## src/rtl/cell_minmax_stat.sv

```systemverilog
// Per-cell pixel statistics: per-channel min/max/range over CELL_LEN valid beats,
// plus the cross-channel minimum (dark value) of the selected statistic.
module cell_minmax_stat #(
  parameter int CH_NUM   = 3,
  parameter int CH_W     = 8,
  parameter int CELL_LEN = 24,
  parameter int CNT_W    = 8
) (
  input  logic                     clk,
  input  logic                     resetn,
  input  logic [1:0]               mode,
  input  logic                     in_sync,
  input  logic                     in_valid,
  input  logic [CH_NUM*CH_W-1:0]   in_data,
  output logic                     out_valid,
  output logic [CH_NUM*CH_W-1:0]   out_data,
  output logic [CH_W-1:0]          out_dark,
  output logic [CNT_W-1:0]         out_cell_idx
);

  localparam int PW = CH_NUM * CH_W;
  localparam logic [CNT_W-1:0] LAST_BEAT = CNT_W'(CELL_LEN - 1);

  logic [CNT_W-1:0] bcnt_q, bcnt_d;
  logic [CNT_W-1:0] cell_q, cell_d;
  logic [PW-1:0]    min_q, min_d;
  logic [PW-1:0]    max_q, max_d;
  logic [1:0]       mode_q, mode_d;

  logic             out_valid_q, out_valid_d;
  logic [PW-1:0]    out_data_q, out_data_d;
  logic [CH_W-1:0]  out_dark_q, out_dark_d;
  logic [CNT_W-1:0] out_idx_q, out_idx_d;

  // A sync pulse makes the current cycle look like the start of a fresh cell.
  logic [CNT_W-1:0] bcnt_eff, cell_eff;
  logic             first_beat, last_beat;
  logic [1:0]       mode_eff;

  assign bcnt_eff   = in_sync ? '0 : bcnt_q;
  assign cell_eff   = in_sync ? '0 : cell_q;
  assign first_beat = (bcnt_eff == '0);
  assign last_beat  = (bcnt_eff == LAST_BEAT);
  assign mode_eff   = first_beat ? mode : mode_q;

  logic [PW-1:0]   min_new, max_new, sel_new;
  logic [CH_W-1:0] dark_chain [0:CH_NUM];

  assign dark_chain[0] = '1;

  generate
    for (genvar gi = 0; gi < CH_NUM; gi++) begin : g_ch
      logic [CH_W-1:0] px, mn, mx, rng, sel;

      assign px  = in_data[gi*CH_W +: CH_W];
      assign mn  = (first_beat || (px < min_q[gi*CH_W +: CH_W])) ? px : min_q[gi*CH_W +: CH_W];
      assign mx  = (first_beat || (px > max_q[gi*CH_W +: CH_W])) ? px : max_q[gi*CH_W +: CH_W];
      assign rng = mx - mn;
      assign sel = (mode_eff == 2'd1) ? mx : (mode_eff == 2'd2) ? rng : mn;

      assign min_new[gi*CH_W +: CH_W] = mn;
      assign max_new[gi*CH_W +: CH_W] = mx;
      assign sel_new[gi*CH_W +: CH_W] = sel;
      assign dark_chain[gi+1] = (sel < dark_chain[gi]) ? sel : dark_chain[gi];
    end
  endgenerate

  always_comb begin
    bcnt_d      = bcnt_eff;
    cell_d      = cell_eff;
    min_d       = min_q;
    max_d       = max_q;
    mode_d      = mode_q;
    out_valid_d = 1'b0;
    out_data_d  = out_data_q;
    out_dark_d  = out_dark_q;
    out_idx_d   = out_idx_q;
    if (in_valid) begin
      min_d  = min_new;
      max_d  = max_new;
      mode_d = mode_eff;
      if (last_beat) begin
        bcnt_d      = '0;
        cell_d      = cell_eff + CNT_W'(1);
        out_valid_d = 1'b1;
        out_data_d  = sel_new;
        out_dark_d  = dark_chain[CH_NUM];
        out_idx_d   = cell_eff;
      end else begin
        bcnt_d = bcnt_eff + CNT_W'(1);
      end
    end
  end

  always_ff @(posedge clk or negedge resetn) begin
    if (!resetn) begin
      bcnt_q      <= '0;
      cell_q      <= '0;
      min_q       <= '0;
      max_q       <= '0;
      mode_q      <= '0;
      out_valid_q <= 1'b0;
      out_data_q  <= '0;
      out_dark_q  <= '0;
      out_idx_q   <= '0;
    end else begin
      bcnt_q      <= bcnt_d;
      cell_q      <= cell_d;
      min_q       <= min_d;
      max_q       <= max_d;
      mode_q      <= mode_d;
      out_valid_q <= out_valid_d;
      out_data_q  <= out_data_d;
      out_dark_q  <= out_dark_d;
      out_idx_q   <= out_idx_d;
    end
  end

  assign out_valid    = out_valid_q;
  assign out_data     = out_data_q;
  assign out_dark     = out_dark_q;
  assign out_cell_idx = out_idx_q;

endmodule

```

## config.mk

```make
export PLATFORM = sky130hd
export DESIGN_NAME = cell_minmax_stat
export DESIGN_NICKNAME = d
export VERILOG_FILES = /design/src/rtl/cell_minmax_stat.sv
export SDC_FILE = /design/constraint.sdc
export NUM_CORES = 1
export LEC_CHECK = 0
export ABC_AREA = 1
export BUFFER_PORTS_ARGS = -buffer_cell sky130_fd_sc_hd__buf_2
export CAP_MARGIN = 20
export CELL_PAD_IN_SITES_DETAIL_PLACEMENT = 0
export CELL_PAD_IN_SITES_GLOBAL_PLACEMENT = 1
export CORE_MARGIN = 2
export CORE_UTILIZATION = 48
export DETAILED_ROUTE_END_ITERATION = 10
export GPL_TIMING_DRIVEN = 0
export PLACE_DENSITY = 0.84
export SETUP_SLACK_MARGIN = 0.05
export SLEW_MARGIN = 20
export SYNTH_ARGS = -nofsm -noshare
export SYNTH_HDL_FRONTEND = slang
export SYNTH_SLANG_ARGS = --single-unit
```

## constraint.sdc

```tcl
create_clock -name clk -period 17.9 [get_ports clk]
set_clock_uncertainty 0.1 [all_clocks]
set_input_delay 1.79 -clock clk [delete_from_list [all_inputs] [get_ports clk]]
set_output_delay 1.79 -clock clk [all_outputs]
set_load 0.01 [all_outputs]
```

==> run_results.csv <==
group,metric,value,unit
critical_path,crit_arrival,8.74,ns
logic_synthesis,yosysUniqueCellTypes,42,
finish,fill_cells,1577,
logic_synthesis,synth.ff_latch_count,107,
power,leakagePower,4.70,nW
finish,nets,1263,
power,p_seq_share,27.7,%
routing,num_vias,7051,
critical_path,rrSetupSlack,10.69,ns
timing,slew_viol_final,0,
timing,setup_violations,0,
placement,post_dp_cell_area,0.00841,mm²
grt,grt_max_degree,72,
clock_tree,post_cts_resized,0,
worst_hold_path,hold_depth,2,
worst_hold_path,holdCritStartpoint,"out_dark[5]$_DFFE_PN0P_",
critical_path,path_delay_family,"compound AO/OA/AOI/OAI gates",
timing,fin_ws,9.38,ns
finish,n_antenna_cell,0,
critical_path,critical_path_class,"in -> reg",
critical_path,start_kind,"input port",
floorplan,io_pins,71,
timing,worst_slew_pin_slew,0.745,ns
clock_tree,clock-sinks,107,
logic_synthesis,ys_seq_area_share,34.5,%
clock_tree,cts_tree,"built",
grt,grt_pass1_vias,6836,
critical_path,endpoint_kind,"flop",
clock_tree,cts_root_buf,"clkbuf_16",
critical_path,cpMostUsedCell,"nand2_1",
worst_hold_path,worst_hold_path_type,"reg -> reg",
routing,routed_wirelength,20700,µm
critical_path,worst_r2r_path_depth,42,
run_status,status,"completed",
worst_hold_path,hold_end,"out_dark[5]$_DFFE_PN0P_",
routing,viasPerCell,5.14,
floorplan,fp.coreArea,0.0158,mm²
grt,antenna_found_initial,0,
critical_path,cpPeakStageDelay,0.54,ns
clock_tree,cts_buffer_depth,2,
finish,fin_area,0.00875,mm²
power,power_density,115,mW/mm²
logic_synthesis,syn_avg_cell_area,7.26,µm²
clock_tree,cts_hold_buf,0,
timing,rsz0062_at_grt,"no",
routing,drt-wirelength-per-cell,15.1,µm
grt,gr-total-overflow,0,
finish,layout_common_cells,"nand2_1, inv_1, o21ai_0, dfrtp_1, ha_1",
flow_run,cap_violations,0,
timing,hold_viol,0,
finish,fin_util,55.3,%
critical_path,cp.buffers_inverters,8,
clock_tree,cts_max_level,3,
timing,fmax,117,MHz
finish,drive_gt1_share,10.6,%
routing,dr.pass1.iters,4,
grt,grt_first_pass_wirelength,34600,µm
power,swShare,44.9,%
placement,io_buffers,69,
clock_tree,worstSkewPairLatency,0.36,ns
logic_synthesis,syn_nets,1182,
finish,area_growth,12.7,%
logic_synthesis,synth_cells,1069,
timing,setup_tns,0,ns
power,power.share.clock,22.4,%
critical_path,cp.required,18.11,ns
placement,hpwlAfterDp,16000,µm
critical_path,r2r_end,"out_dark[1]$_DFFE_PN0P_",
grt,grt.total_usage,25.0,%
power,p_switching,0.451,mW
power,internal_power,0.553,mW
logic_synthesis,yosys_warnings,0,
timing,post-route-min-period,8.52,ns
logic_synthesis,syn_area,0.00776,mm²
power,ir_drop,0.0000588,V
floorplan,initial_core_util,49.1,%
routing,ant_nets,0,
critical_path,cp_max_fo,10,
floorplan,rows,46,
floorplan,die_h,131,µm
critical_path,r2r_start,"bcnt_q[0]$_DFF_PN0_",
floorplan,die_x,131,µm
routing,drc_errors,0,
placement,dp_slack,8.78,ns
clock_tree,post_cts_buffers,0,
timing,worst_slew_margin_rel,50.4,%
timing,post-route-period-util,47.6,%
critical_path,critPathSlowestCell,"a211oi_2",
routing,drt-initial-drc-count,422,
placement,place.gp.congestion,0.870,
floorplan,floorplan.die_area,0.0172,mm²
power,comb_power_share,50.0,%
finish,final_common_cell,"nand2_1",
clock_tree,path_clk_slew,0.08,ns
clock_tree,cts-buffers-inserted,9,
flip-flops by register name, indices dropped and copies added (netlist names):
signal / cells
cell_q: 8
bcnt_q: 8
out_data: 24
mode_q: 2
out_valid: 1
out_dark: 8
max_q: 24
out_cell_idx: 8
min_q: 24
layout make-up:
type | instances | area [µm²] | share of cell area (%)
well taps | 216 | 270 | 3.09
clock inverters | 7 | 105 | 1.20
inverters | 151 | 567 | 6.48
clock buffers | 9 | 225 | 2.57
plain buffers | 35 | 161 | 1.84
repair buffers | 70 | 379 | 4.33
flip-flops and latches | 107 | 2680 | 30.6
multi-input cells | 776 | 4360 | 49.9
worst min-delay path, cell delays in order, from the launching register on:
cell and delay [ns]:
dfrtp_1 0.34, nand2_1 0.05, nand2_1 0.05
metal layers:
| metal | up-vias | wire length, µm | global-route usage [%] |
|---|---|---|---|
| met5 | - | 0 | 0 |
| met3 | 32 | 890 | 3.55 |
| met1 | 3250 | 10200 | 35.4 |
| li1 | 3631 | - | - |
| met4 | 0 | 431 | 7.43 |
| met2 | 138 | 9150 | 39.9 |
cells in the mapped netlist:
cell        n  area [µm²]
a211oi_1    2        15.0
a21boi_0    1        7.51
a21oi_1    44         220
a21oi_2     1        8.76
a221oi_1    1        8.76
a31oi_1     4        25.0
and2_1      2        12.5
buf_1       1        3.75
buf_6       4        45.0
clkbuf_1   30         113
clkinv_1    1        3.75
dfrtp_1   107        2680
fa_1        2        40.0
ha_1       81        1010
inv_1     145         544
inv_2       5        18.8
mux2_2      1        11.3
nand2_1   290        1090
nand2_2     8        50.1
nand2_4     4        45.0
nand3_1    48         240
nand3b_1    3        22.5
nand4_1     7        43.8
nor2_1     61         229
nor2_2      3        18.8
nor2_4      1        11.3
nor3_1      6        30.0
nor3_4      1        16.3
nor4_1      1        6.26
o211ai_1   13        97.6
o211ai_2    1        12.5
o21a_1      1        7.51
o21ai_0   144         721
o21ai_1     7        35.0
o21ai_2     4        35.0
o21bai_1    2        15.0
o41ai_1     1        8.76
or2_1       1        6.26
or2_2       2        12.5
or3_1       1        6.26
xnor2_1    10        87.6
xor2_1     17         149
how the worst max path moves through the flow:
stage,start,depth (start not counted),slack (ns),to
after floorplan,in_sync,41,10.18,out_dark[1]$_DFFE_PN0P_
after global placement,in_sync,43,8.75,out_dark[6]$_DFFE_PN0P_
after detailed placement,in_sync,43,8.78,out_dark[1]$_DFFE_PN0P_
after CTS,in_sync,43,9.13,out_dark[1]$_DFFE_PN0P_
after global routing,in_sync,43,8.56,out_dark[1]$_DFFE_PN0P_
final,in_sync,43,9.38,out_dark[1]$_DFFE_PN0P_
power by group through the flow:
stage	Combinational [mW]	Clock (mW)	Sequential, mW
floorplan	0.374	0	0.278
global placement	0.486	0	0.282
detailed placement	0.495	0	0.282
CTS	0.497	0.230	0.277
global route	0.582	0.239	0.280
finish	0.501	0.225	0.278
kinds of logic (layout without fill, tap and decap cells):
group / Yosys count / after routing / synth area share, %
fa+ha+maj: 83 / 83 / 13.6
simple gates: 439 / 439 / 23.7
xor+xnor: 27 / 27 / 3.05
compound gates: 226 / 226 / 15.7
flops: 107 / 107 / 34.5
buf+inv: 186 / 272 / 9.38
mux: 1 / 1 / 0.145
metrics by stage:
stage                     hold slack [ns]  total power [mW]  cells
after floorplan                     0.353             0.652   1069
after global placement              0.361             0.767   1354
after detailed placement            0.362             0.777   1355
after CTS                           0.385              1.00   1371
after global routing                0.392              1.10   1371
final                               0.379              1.00   1371
Power figures use the tool's default switching activity.
